File: src/rtl/time_display_pkg.sv
// ----------------------------------------------------------------------------
// time_display_pkg
// Shared definitions for the sequential elapsed-time display driver:
//   - state_t      : top-level conversion FSM encoding
//   - DIV_*        : divisors for the four successive divider passes
//   - SEG_BLANK /
//     SEG_ZERO     : active-low 7-segment patterns {g,f,e,d,c,b,a}
//   - seg7_decode  : BCD digit -> active-low segment pattern
//   - split_tens   : value < 100 -> {tens, units} by compare/subtract
// ----------------------------------------------------------------------------
package time_display_pkg;

    typedef enum logic [2:0] {
        ST_IDLE   = 3'd0,
        ST_DIV_S  = 3'd1,
        ST_DIV_M  = 3'd2,
        ST_DIV_H  = 3'd3,
        ST_DIV_D  = 3'd4,
        ST_DECODE = 3'd5
    } state_t;

    localparam int DIVISOR_W = 7;

    localparam logic [DIVISOR_W-1:0] DIV_SEC = 7'd60;
    localparam logic [DIVISOR_W-1:0] DIV_MIN = 7'd60;
    localparam logic [DIVISOR_W-1:0] DIV_HR  = 7'd24;
    localparam logic [DIVISOR_W-1:0] DIV_DAY = 7'd100;

    localparam logic [6:0] SEG_BLANK = 7'b1111111;
    localparam logic [6:0] SEG_ZERO  = 7'b1000000;

    // Active-low segments, bit order {g,f,e,d,c,b,a}. Codes above 9 blank.
    function automatic logic [6:0] seg7_decode(input logic [3:0] digit);
        logic [6:0] seg;
        case (digit)
            4'd0:    seg = 7'b1000000;
            4'd1:    seg = 7'b1111001;
            4'd2:    seg = 7'b0100100;
            4'd3:    seg = 7'b0110000;
            4'd4:    seg = 7'b0011001;
            4'd5:    seg = 7'b0010010;
            4'd6:    seg = 7'b0000010;
            4'd7:    seg = 7'b1111000;
            4'd8:    seg = 7'b0000000;
            4'd9:    seg = 7'b0010000;
            default: seg = SEG_BLANK;
        endcase
        return seg;
    endfunction

    // Splits a two-digit value into {tens, units} with a priority chain of
    // constant compares; cheaper than a generic divide for such a small range.
    // An out-of-range value yields a units code of 4'hF, which decodes blank.
    function automatic logic [7:0] split_tens(input logic [6:0] value);
        logic [3:0] tens;
        logic [6:0] rest;
        tens = 4'd0;
        rest = value;
        for (int t = 9; t >= 1; t--) begin
            if (tens == 4'd0 && value >= 7'(t * 10)) begin
                tens = 4'(t);
                rest = value - 7'(t * 10);
            end
        end
        return {tens, (rest > 7'd9) ? 4'hF : rest[3:0]};
    endfunction

endpackage

File: src/rtl/time_hex_display_seq_divider.sv
// ----------------------------------------------------------------------------
// seq_divider
// Restoring shift-subtract divider: IN_WIDTH-bit dividend, 7-bit divisor,
// one quotient bit per cycle. The first step is taken on the start edge
// itself, so a pass started at edge k has its result valid after edge
// k+IN_WIDTH-1 (busy low) and can be chained into the next pass on edge
// k+IN_WIDTH with no idle cycle in between.
// Ports:
//   clk, reset  : clock, asynchronous active-high reset
//   start       : load dividend/divisor and perform the first step
//   dividend    : value to divide (sampled on start)
//   divisor     : divisor, non-zero, < 128 (sampled on start)
//   busy        : steps still outstanding; low means results are valid
//   quotient    : IN_WIDTH-bit quotient
//   remainder   : 7-bit remainder
// ----------------------------------------------------------------------------
module seq_divider
    import time_display_pkg::*;
#(
    parameter int IN_WIDTH = 32
) (
    input  logic                 clk,
    input  logic                 reset,
    input  logic                 start,
    input  logic [IN_WIDTH-1:0]  dividend,
    input  logic [DIVISOR_W-1:0] divisor,
    output logic                 busy,
    output logic [IN_WIDTH-1:0]  quotient,
    output logic [DIVISOR_W-1:0] remainder
);

    localparam int CW = $clog2(IN_WIDTH);

    logic [IN_WIDTH-1:0]  quot_q;
    logic [DIVISOR_W-1:0] rem_q;
    logic [DIVISOR_W-1:0] divisor_q;
    logic [CW-1:0]        count_q;

    logic [IN_WIDTH-1:0]  src_quot;
    logic [DIVISOR_W-1:0] src_rem;
    logic [DIVISOR_W-1:0] cur_divisor;
    logic [DIVISOR_W:0]   trial;
    logic [DIVISOR_W:0]   diff;
    logic                 fits;

    // On start the step operates on the fresh operands instead of the registers.
    assign src_quot    = start ? dividend : quot_q;
    assign src_rem     = start ? '0 : rem_q;
    assign cur_divisor = start ? divisor : divisor_q;

    // Partial remainder stays below the divisor, so one extra bit holds the shift.
    assign trial = {src_rem, src_quot[IN_WIDTH-1]};
    assign fits  = trial >= {1'b0, cur_divisor};
    assign diff  = fits ? (trial - {1'b0, cur_divisor}) : trial;

    assign busy      = count_q != '0;
    assign quotient  = quot_q;
    assign remainder = rem_q;

    // NOTE: registered state uses non-blocking assignments so every flop
    // samples pre-edge values regardless of process evaluation order.
    always_ff @(posedge clk or posedge reset) begin
        if (reset) begin
            quot_q    <= '0;
            rem_q     <= '0;
            divisor_q <= '0;
            count_q   <= '0;
        end else if (start || busy) begin
            quot_q <= {src_quot[IN_WIDTH-2:0], fits};
            rem_q  <= diff[DIVISOR_W-1:0];
            if (start) begin
                divisor_q <= divisor;
                count_q   <= CW'(IN_WIDTH - 1);
            end else begin
                count_q <= count_q - 1'b1;
            end
        end
    end

endmodule

File: src/rtl/time_hex_display_seq.sv
// ----------------------------------------------------------------------------
// time_hex_display_seq
// Converts an elapsed-seconds count into six active-low 7-segment digits
// using one shared sequential divider run four times (sec, min, hr, day).
//   mode 0: HH:MM:SS     mode 1: DD.HH.MM
// Accept at edge k; HEX outputs update and done pulses after edge
// k+4*IN_WIDTH+1, independent of mode.
// Configuration macro:
//   LEADING_ZERO_BLANK_EN - blank HEX5 when its digit is 0, and HEX4 when
//                           both HEX5 and HEX4 digits are 0.
// Ports:
//   clk, reset   : clock, asynchronous active-high reset
//   in_seconds   : total elapsed seconds (unsigned, IN_WIDTH bits)
//   in_mode      : display mode, sampled at acceptance
//   in_valid     : conversion request
//   in_ready     : high only while idle; accept = in_valid & in_ready
//   done         : one-cycle pulse when HEX0..HEX5 take a new value
//   HEX0..HEX5   : active-low segments {g,f,e,d,c,b,a}, HEX0 rightmost
// ----------------------------------------------------------------------------
module time_hex_display_seq
    import time_display_pkg::*;
#(
    parameter int IN_WIDTH = 32
) (
    input  logic                clk,
    input  logic                reset,
    input  logic [IN_WIDTH-1:0] in_seconds,
    input  logic                in_mode,
    input  logic                in_valid,
    output logic                in_ready,
    output logic                done,
    output logic [6:0]          HEX0,
    output logic [6:0]          HEX1,
    output logic [6:0]          HEX2,
    output logic [6:0]          HEX3,
    output logic [6:0]          HEX4,
    output logic [6:0]          HEX5
);

    state_t state_q, state_d;

    logic                 mode_q;
    logic [DIVISOR_W-1:0] sec_q, min_q, hr_q;

    logic                 div_start;
    logic [IN_WIDTH-1:0]  div_dividend;
    logic [DIVISOR_W-1:0] div_divisor;
    logic                 div_busy;
    logic [IN_WIDTH-1:0]  div_quotient;
    logic [DIVISOR_W-1:0] div_remainder;

    logic [DIVISOR_W-1:0] val_hi, val_mid, val_lo;
    logic [7:0]           bcd_hi, bcd_mid, bcd_lo;
    logic [6:0]           seg5, seg4, seg3, seg2, seg1, seg0;

    seq_divider #(
        .IN_WIDTH (IN_WIDTH)
    ) u_div (
        .clk       (clk),
        .reset     (reset),
        .start     (div_start),
        .dividend  (div_dividend),
        .divisor   (div_divisor),
        .busy      (div_busy),
        .quotient  (div_quotient),
        .remainder (div_remainder)
    );

    // ------------------------------------------------------------------
    // FSM: state register
    // ------------------------------------------------------------------
    always_ff @(posedge clk or posedge reset) begin
        if (reset) begin
            state_q <= ST_IDLE;
        end else begin
            state_q <= state_d;
        end
    end

    // ------------------------------------------------------------------
    // FSM: next state. Each divider pass ends on the cycle busy drops,
    // which makes every DIV_* state exactly IN_WIDTH cycles long.
    // ------------------------------------------------------------------
    always_comb begin
        // NOTE: default assignment first so no path leaves state_d
        // unassigned, which would otherwise infer a latch.
        state_d = state_q;
        case (state_q)
            ST_IDLE:   if (in_valid)  state_d = ST_DIV_S;
            ST_DIV_S:  if (!div_busy) state_d = ST_DIV_M;
            ST_DIV_M:  if (!div_busy) state_d = ST_DIV_H;
            ST_DIV_H:  if (!div_busy) state_d = ST_DIV_D;
            ST_DIV_D:  if (!div_busy) state_d = ST_DECODE;
            ST_DECODE: state_d = ST_IDLE;
            default:   state_d = ST_IDLE;
        endcase
    end

    // ------------------------------------------------------------------
    // FSM: outputs. The next pass is started on the last cycle of the
    // current one, chaining the quotient straight into the divider.
    // ------------------------------------------------------------------
    always_comb begin
        in_ready     = 1'b0;
        div_start    = 1'b0;
        div_dividend = div_quotient;
        div_divisor  = DIV_SEC;
        case (state_q)
            ST_IDLE: begin
                in_ready     = 1'b1;
                div_start    = in_valid;
                div_dividend = in_seconds;
                div_divisor  = DIV_SEC;
            end
            ST_DIV_S: begin
                div_start   = !div_busy;
                div_divisor = DIV_MIN;
            end
            ST_DIV_M: begin
                div_start   = !div_busy;
                div_divisor = DIV_HR;
            end
            ST_DIV_H: begin
                div_start   = !div_busy;
                div_divisor = DIV_DAY;
            end
            default: ;
        endcase
    end

    // ------------------------------------------------------------------
    // Digit selection and decode. The day count is read straight from the
    // divider, which holds its remainder through DECODE.
    // ------------------------------------------------------------------
    always_comb begin
        val_hi  = mode_q ? div_remainder : hr_q;
        val_mid = mode_q ? hr_q          : min_q;
        val_lo  = mode_q ? min_q         : sec_q;

        bcd_hi  = split_tens(val_hi);
        bcd_mid = split_tens(val_mid);
        bcd_lo  = split_tens(val_lo);

        seg5 = seg7_decode(bcd_hi[7:4]);
        seg4 = seg7_decode(bcd_hi[3:0]);
        seg3 = seg7_decode(bcd_mid[7:4]);
        seg2 = seg7_decode(bcd_mid[3:0]);
        seg1 = seg7_decode(bcd_lo[7:4]);
        seg0 = seg7_decode(bcd_lo[3:0]);

`ifdef LEADING_ZERO_BLANK_EN
        if (bcd_hi[7:4] == 4'd0) begin
            seg5 = SEG_BLANK;
            if (bcd_hi[3:0] == 4'd0) begin
                seg4 = SEG_BLANK;
            end
        end
`else
        // All six digits always show their numeral.
`endif
    end

    // ------------------------------------------------------------------
    // Datapath registers: captured remainders and the display itself.
    // ------------------------------------------------------------------
    always_ff @(posedge clk or posedge reset) begin
        if (reset) begin
            mode_q <= 1'b0;
            sec_q  <= '0;
            min_q  <= '0;
            hr_q   <= '0;
            done   <= 1'b0;
            HEX0   <= SEG_ZERO;
            HEX1   <= SEG_ZERO;
            HEX2   <= SEG_ZERO;
            HEX3   <= SEG_ZERO;
            HEX4   <= SEG_ZERO;
            HEX5   <= SEG_ZERO;
        end else begin
            done <= 1'b0;
            case (state_q)
                ST_IDLE:   if (in_valid)  mode_q <= in_mode;
                ST_DIV_S:  if (!div_busy) sec_q  <= div_remainder;
                ST_DIV_M:  if (!div_busy) min_q  <= div_remainder;
                ST_DIV_H:  if (!div_busy) hr_q   <= div_remainder;
                ST_DECODE: begin
                    HEX0 <= seg0;
                    HEX1 <= seg1;
                    HEX2 <= seg2;
                    HEX3 <= seg3;
                    HEX4 <= seg4;
                    HEX5 <= seg5;
                    done <= 1'b1;
                end
                default: ;
            endcase
        end
    end

endmodule

File: config.mk
export PLATFORM = sky130hd
export DESIGN_NAME = time_hex_display_seq
export DESIGN_NICKNAME = d
export VERILOG_FILES = /design/src/rtl/time_display_pkg.sv /design/src/rtl/time_hex_display_seq_divider.sv /design/src/rtl/time_hex_display_seq.sv
export SDC_FILE = /design/constraint.sdc
export NUM_CORES = 1
export LEC_CHECK = 0
export CORE_MARGIN = 3
export CORE_UTILIZATION = 60
export DETAILED_ROUTE_END_ITERATION = 7
export HOLD_SLACK_MARGIN = 0.1
export PLACE_DENSITY = 0.93
export RECOVER_POWER = 100
export SLEW_MARGIN = 20
export SYNTH_ARGS = -nofsm -noshare
export SYNTH_HDL_FRONTEND = slang
export SYNTH_SLANG_ARGS = --single-unit
File: constraint.sdc
create_clock -name clk -period 7.4 [get_ports clk]
set_clock_uncertainty 0.05 [all_clocks]
set_input_delay 1.48 -clock clk [delete_from_list [all_inputs] [get_ports clk]]
set_output_delay 1.48 -clock clk [all_outputs]
set_load 0.05 [all_outputs]
==> results.md, run 1 <==
* DP Area at 11500 µm²
* Initial antenna violation count at 0
* Initial Util at 0.623
* First-pass GRT wire length at 52.2 mm
* Final hold slack at 0.412 ns
* Fillers at 1253
* Vias in the first global route at 10000
* Pleak at 5.60 nW
* Cts bufs inserted at 17
* Post-route minimum period at 6.61 ns
* CTS tree: built
* Worst path slowest cell: dfrtp_2
* Top cells by area, synth: dfrtp_1, ha_1, mux2i_1
* Arr. time, crit path at 6.75 ns
* Startpoint types: flip-flop
* Clk pin slew, worst setup/hold paths at 0.06 ns
* Post-Syn Nets at 1338
* Max-slew violations at 205
* Fin Setup TNS at 0 ns
* Area leader, netlist: dfrtp_1
* TritonRoute pass-1 iters at 5
* Failing checks: max-capacitance violations, max-slew violations
* Detail Route Antenna Nets at 0
* Worst path max stage delay at 0.63 ns
* DP HPWL at 22.9 mm
* Drt drc at 0
* Max-slew headroom at -1.12
* Max Buffers Root-to-Sink at 2
* Run status: finished, violations left
* Mapped Cells at 1221
* Starting DRT DRC Count at 1011
* Postcts setup bufs at 0
* # resized after CTS at 0
* Tot GR Track Use at 0.329
* Avg Inst Size Synth at 8.62 µm²
* # diodes at 0
* Kind of critical path: reg -> reg
* Post-synth ARST share at 1.00
* Clock Latency Late Sink at 0.42 ns
* Netlist cell types at 98
* Final Net Count at 1395
* RePlAce Congestion at 0.991
* Synth cell count leaders: nor2_1, dfrtp_1, nand2_1
* Final Cycle Share at 0.894
* Avg Vias per Cell at 6.70
* Dominant synthesized flop cell: dfrtp_1
* YS warnings at 0
* RSZ-0062 raised after global routing: no
* Largest net degree at the start of global routing at 76
* H-tree levels at 4
* WP data required at 7.53 ns
* Post-layout util at 0.713
* Worst vdd rail ir drop at 160 µV
* Synth top area share at 0.269
* Die X-Extent at 138 µm
* Worst hold-check path type: reg -> reg
* Crit end category: flip-flop
* Final hold viol count at 0
* Max-Cap Viols at 4
* Finished Layout Cells at 1511
* Clock sinks at 119
* Layout area overhead at 14.4%
* Flip-flop count of the largest register after layout at 32
* Cells along the critical path: buf_4 > mux2i_1 > buf_4 > inv_2 > ha_1 > a21bo_2 > o21a_1 > and4_1 > nor4_2 > a311oi_1 > a21boi_0 > o21ai_0 > nor4b_2 > o21a_1 > and2_0 > ha_1 > inv_1 > a2111o_1 > o2111a_1 > o211ai_1 > a41oi_1
* Root Buffer Master: clkbuf_16
* # IOs at 80
* Cell Count Post-Placement at 1479
* DRT Wirelength at 32.0 mm
* Final setup fails at 0
* Top-count cell post-synth: nor2_1
* Final non-filler cell area at 12000 µm²
* Via Count at 10100
* R2R setup slack at 0.79 ns
* Seq cells post-synth at 119
* IO buf count at 79
* Share of layout cells above drive strength 1 at 0.101
* Seq/Total Area, Yosys at 0.284
* GR Overflow Total at 0
* Post-synth EDFFs at 0
* Crit-path max FO at 42
* Pin slew with the least headroom to its limit at 3.17 ns
* Fmax at 151 MHz
* Core area at 16900 µm²
* Chip height at 138 µm
* Power Density at 128 nW/µm²
* Row count at 47
* Area of the mapped netlist at 10500 µm²
* Wirelength per Cell at 21.2 µm
* Hold Buf Count CTS at 0
* Die footprint at 19200 µm²
[logic make-up (layout without fill, tap and decap cells)]
| family | after synthesis | in the layout | share of synthesized area |
|---|---|---|---|
| AOI/OAI and AO/OA | 370 | 370 | 0.251 |
| xor gates and xnor gates | 44 | 44 | 0.0366 |
| adders and majority gates | 81 | 81 | 0.0970 |
| buffers and inverters | 109 | 179 | 0.0440 |
| DFF | 119 | 119 | 0.284 |
| muxes | 87 | 87 | 0.0911 |
| and+or+nand+nor | 411 | 411 | 0.196 |
[cell usage in the layout (no fill, tap or decap), types with 11 or more instances in the layout]
cell type and instances:
nand2b_1 13, xnor2_1 42, nand2_1 96, nor2b_1 19
nand4_1 11, clkdlybuf4s50_1 33, clkbuf_16 17, a31oi_1 30
dfrtp_1 112, o21ai_0 55, dlygate4sd3_1 46, a21oi_1 93
nor3_1 31, nor2_1 120, buf_4 16, ha_1 80
o211ai_1 11, or3_1 11, inv_1 41, nand3_1 21
and3_1 14, mux2i_1 52, mux2_2 26, and2_1 14
a21o_1 20
[metal layers]
layer	wire length, µm	vias to the layer above	track usage
li1	-	4633	-
met1	13400	4806	0.437
met2	15100	577	0.532
met5	0	-	0
met4	1050	0	0.136
met3	2430	106	0.0584
[per-stage QoR]
stage                     power [W]  setup WS [ns]
after global placement     0.000695           1.18
final                       0.00154          0.787
after floorplan            0.000673           2.11
after global routing        0.00158          0.333
after CTS                   0.00155           1.09
after detailed placement   0.000696           1.11
[area by class of cell]
type,count,area (µm²),share of cell area
well taps,220,275,0.0229
inverters,48,181,0.0151
flip-flops and latches,119,2990,0.248
multi-input cells,993,7070,0.587
repair buffers,99,926,0.0769
clock inverters,14,163,0.0135
clock buffers,18,439,0.0365
[critical path: cells and delay by family (launching register included)]
family                   cells  cell delay [ns]
buffers and inverters        4             0.99
multiplexers                 1             0.51
AND/OR/NAND/NOR              4             1.56
adder cells (fa/ha/maj)      2             0.52
AO/OA/AOI/OAI               10             2.09
flip-flops                   1             0.63
[path summary, 6_finish.rpt]
kind | startpoint | end | cells past startpoint
worst max register to register | mode_q$_DFFE_PP0P_ | HEX0[4]$_DFFE_PP0P_ | 21
worst min-delay path | HEX1[4]$_DFFE_PP0P_ | HEX1[4]$_DFFE_PP0P_ | 2
min in group asynchronous | reset | u_div.quotient[15]$_DFFE_PP0P_ | 2
max in group asynchronous | reset | mode_q$_DFFE_PP0P_ | 3
worst min register to register | HEX1[4]$_DFFE_PP0P_ | HEX1[4]$_DFFE_PP0P_ | 2
worst max-delay path | mode_q$_DFFE_PP0P_ | HEX0[4]$_DFFE_PP0P_ | 21
[power by group]
group | internal, W | switching (W) | total (W)
clock network | 0.000514 | 0.000342 | 0.000856
logic | 0.0000165 | 0.0000160 | 0.0000325
registers | 0.000651 | 0 | 0.000651
No activity file was read; power rests on OpenSTA's default activity.
==> inputs of run 2 (changes only) <==
--- a/config.mk
+++ b/config.mk
@@ -9,9 +9,10 @@
 export CORE_UTILIZATION = 60
 export DETAILED_ROUTE_END_ITERATION = 7
 export HOLD_SLACK_MARGIN = 0.1
-export PLACE_DENSITY = 0.93
+export PLACE_DENSITY = 0.92
 export RECOVER_POWER = 100
 export SLEW_MARGIN = 20
 export SYNTH_ARGS = -nofsm -noshare
 export SYNTH_HDL_FRONTEND = slang
+export SYNTH_HIERARCHICAL = 1
 export SYNTH_SLANG_ARGS = --single-unit
==> run 2 against run 1 <==
Net effect:
- the flow still finishes with violations (max-capacitance violations, max-slew violations)
- count of clock-buffer cells in the layout down 1
- clock power down 3.2%
- cell count up 6.4%
- critical endpoint is now HEX2[3]$_DFFE_PP0P_
- largest cell class unchanged
==> results.md, run 2 <==
* Fmax at 153 MHz
* Flip-flop count of the largest register after layout at 32
* Post-Synth XOR/XNOR Area at 0.0357
* Synth top area share at 0.245
* Max-Cap Viols at 4
* DP HPWL at 24.7 mm
* Layout area overhead at 12.1%
* Detail Route Antenna Nets at 0
* Post-synth EDFFs at 0
* Worst path max stage delay at 1.04 ns
* Setup WS post-layout at 0.870 ns
* CTS tree: built
* Worst setup path startpoint: mode_q$_DFFE_PP0P_
* Commonest non-fill, non-tap cell in the layout: nand2_1
* Crit end category: flip-flop
* Pin slew with the least headroom to its limit at 3.69 ns
* IO buf count at 79
* # diodes at 0
* Wirelength per Cell at 21.5 µm
* Tot GR Track Use at 0.329
* Pre-CTS setup slack at 1.32 ns
* Power Density at 266 nW/µm²
* Crit-path max FO at 23
* Top cells by area, synth: dfrtp_1, ha_1, mux2_2
* Delay-heaviest family, CP: compound AO/OA/AOI/OAI gates
* Share of layout cells above drive strength 1 at 0.139
* Starting DRT DRC Count at 1312
* Worst vdd rail ir drop at 189 µV
* Drt drc at 0
* Final setup fails at 0
* Root Buffer Master: clkbuf_16
* Vias in the first global route at 10200
* Max-slew violations at 192
* Clock Latency Late Sink at 0.43 ns
* Chip height at 145 µm
* Initial antenna violation count at 0
* Area of the mapped netlist at 11500 µm²
* # IOs at 80
* Seq cells post-synth at 119
* Max-slew headroom at -1.46
* Dominant synthesized flop cell: dfrtp_1
* Hold Buf Count CTS at 0
* Cells along the critical path: buf_4 > mux2i_1 > buf_4 > ha_1 > nand2b_1 > o221ai_1 > a211o_1 > o2111ai_1 > nand3_1 > xnor2_1 > nor2_1 > o21ai_1 > or2_0 > ha_1 > a221o_1 > o221a_2
* H-tree levels at 4
* TritonRoute pass-1 iters at 6
* Worst path slowest cell: dfrtp_1
* Simple-gate share of the synthesized area at 0.184
* Synth Area in Adders at 0.0886
* Post-layout util at 0.688
* Row count at 50
* Seq/Total Area, Yosys at 0.259
* Avg Inst Size Synth at 8.82 µm²
* DRT Wirelength at 34.5 mm
* Post-synthesis mux area share at 0.127
* First-pass GRT wire length at 54.9 mm
* RePlAce Congestion at 1.02
* Top-count cell post-synth: nand2_1
* Synth cell count leaders: nand2_1, dfrtp_1, ha_1
* Largest family of logic cells by synthesized area: compound AO/OA/AOI/OAI gates
* Cts bufs inserted at 17
* Die footprint at 20900 µm²
* Startpoint types: flip-flop
* Post-route minimum period at 6.53 ns
* Post-synth ARST share at 1.00
* Worst Path Buf+Inv at 2
* Critical R2R Launch: mode_q$_DFFE_PP0P_
* YS warnings at 6
* Hold path startpoint: HEX5[6]$_DFFE_PP1P_
* Most frequent cells in the layout: nand2_1, dfrtp_1, o21ai_0
* # resized after CTS at 0
* Largest net degree at the start of global routing at 69
* Avg Vias per Cell at 6.84
* Kind of critical path: reg -> reg
* Pleak at 5.36 nW
* Initial Util at 0.614
* Post-synthesis compound-gate area fraction at 0.253
* Fin Setup TNS at 0 ns
* Final Net Count at 1477
* RSZ-0062 raised after global routing: no
* Mapped Cells at 1306
* Final Cycle Share at 0.882
* GR Overflow Total at 0
* Max Buffers Root-to-Sink at 2
* Postcts setup bufs at 0
* Area leader, netlist: dfrtp_1
* Arr. time, crit path at 6.80 ns
* Via Count at 11000
* Die X-Extent at 145 µm
* WP data required at 7.67 ns
* Netlist cell types at 113
* Clock sinks at 119
* Failing checks: max-capacitance violations, max-slew violations
* Worst hold-check path type: reg -> reg
* Run status: finished, violations left
* Final hold viol count at 0
* Core area at 18800 µm²
* Clk pin slew, worst setup/hold paths at 0.06 ns
[run 2: changes by cell type after synthesis, sizes merged, moves of 8 or more]
cell	change
a211oi	+9
a21oi	-23
a221o	+8
a31oi	-11
and2	-9
mux2	+43
nand2	+33
nand3	+13
nor2	-48
o21ai	+44
[run 2: layout make-up]
| class | instances | area (µm²) |
|---|---|---|
| inverter | 51 | 195 |
| clock buffer | 17 | 425 |
| tap | 234 | 293 |
| sequential | 119 | 2990 |
| clock inverter | 15 | 151 |
| timing repair buffer | 100 | 930 |
| fill | 1429 | 5850 |
| multi-input combinational | 1071 | 7930 |
[run 2: path summary, 6_finish.rpt]
path	endpoint	slack [ns]	depth (start not counted)
max	HEX2[3]$_DFFE_PP0P_	0.87	16
min	HEX5[6]$_DFFE_PP1P_	0.41	2
max reg2reg	HEX2[3]$_DFFE_PP0P_	0.87	16
min reg2reg	HEX5[6]$_DFFE_PP1P_	0.41	2
max in group asynchronous	HEX1[1]$_DFFE_PP0P_	2.28	3
min in group asynchronous	u_div/quotient[18]$_DFFE_PP0P_	2.09	2
[run 2: worst reg2reg max path: stages (launching register included)]
cell and delay [ns]:
dfrtp_1 1.04, buf_4 0.45, mux2i_1 0.23, buf_4 0.21, ha_1 0.33, nand2b_1 0.20
o221ai_1 0.22, a211o_1 0.53, o2111ai_1 0.62, nand3_1 0.43, xnor2_1 0.34, nor2_1 0.12
o21ai_1 0.58, or2_0 0.25, ha_1 0.27, a221o_1 0.32, o221a_2 0.23
[run 2: through the flow]
| stage | area [µm²] | std cells | power (W) | hold WS, ns |
|---|---|---|---|---|
| 2_1_floorplan | 11500 | 1309 | 0.00211 | 0.403 |
| 3_3_place_gp | 12400 | 1575 | 0.00251 | 0.403 |
| 3_5_place_dp | 12400 | 1575 | 0.00253 | 0.411 |
| 4_1_cts | 13000 | 1607 | 0.00338 | 0.420 |
| 5_1_grt | 12900 | 1607 | 0.00360 | 0.439 |
| 6_report | 12900 | 1607 | 0.00343 | 0.411 |
[run 2: kinds of logic (layout without fill, tap and decap cells)]
group	Yosys count	count (layout)
compound gates	400	400
xor+xnor	47	47
fa+ha+maj	81	81
buf+inv	119	183
flops	119	119
mux	131	131
other cells	1	4
simple gates	408	408
[run 2: routing by layer]
metal,GRT usage,wire [µm]
met1,0.440,14100
met2,0.540,16500
met3,0.0552,2800
met4,0.112,1110
met5,0,0
[run 2: power by group]
group	total (W)	internal (W)	switching, W	leakage, nW
combinational	0.00173	0.000669	0.00106	3.62
clock	0.000829	0.000450	0.000379	0.280
sequential	0.000879	0.000741	0.000137	1.46
total	0.00343	0.00186	0.00157	5.36
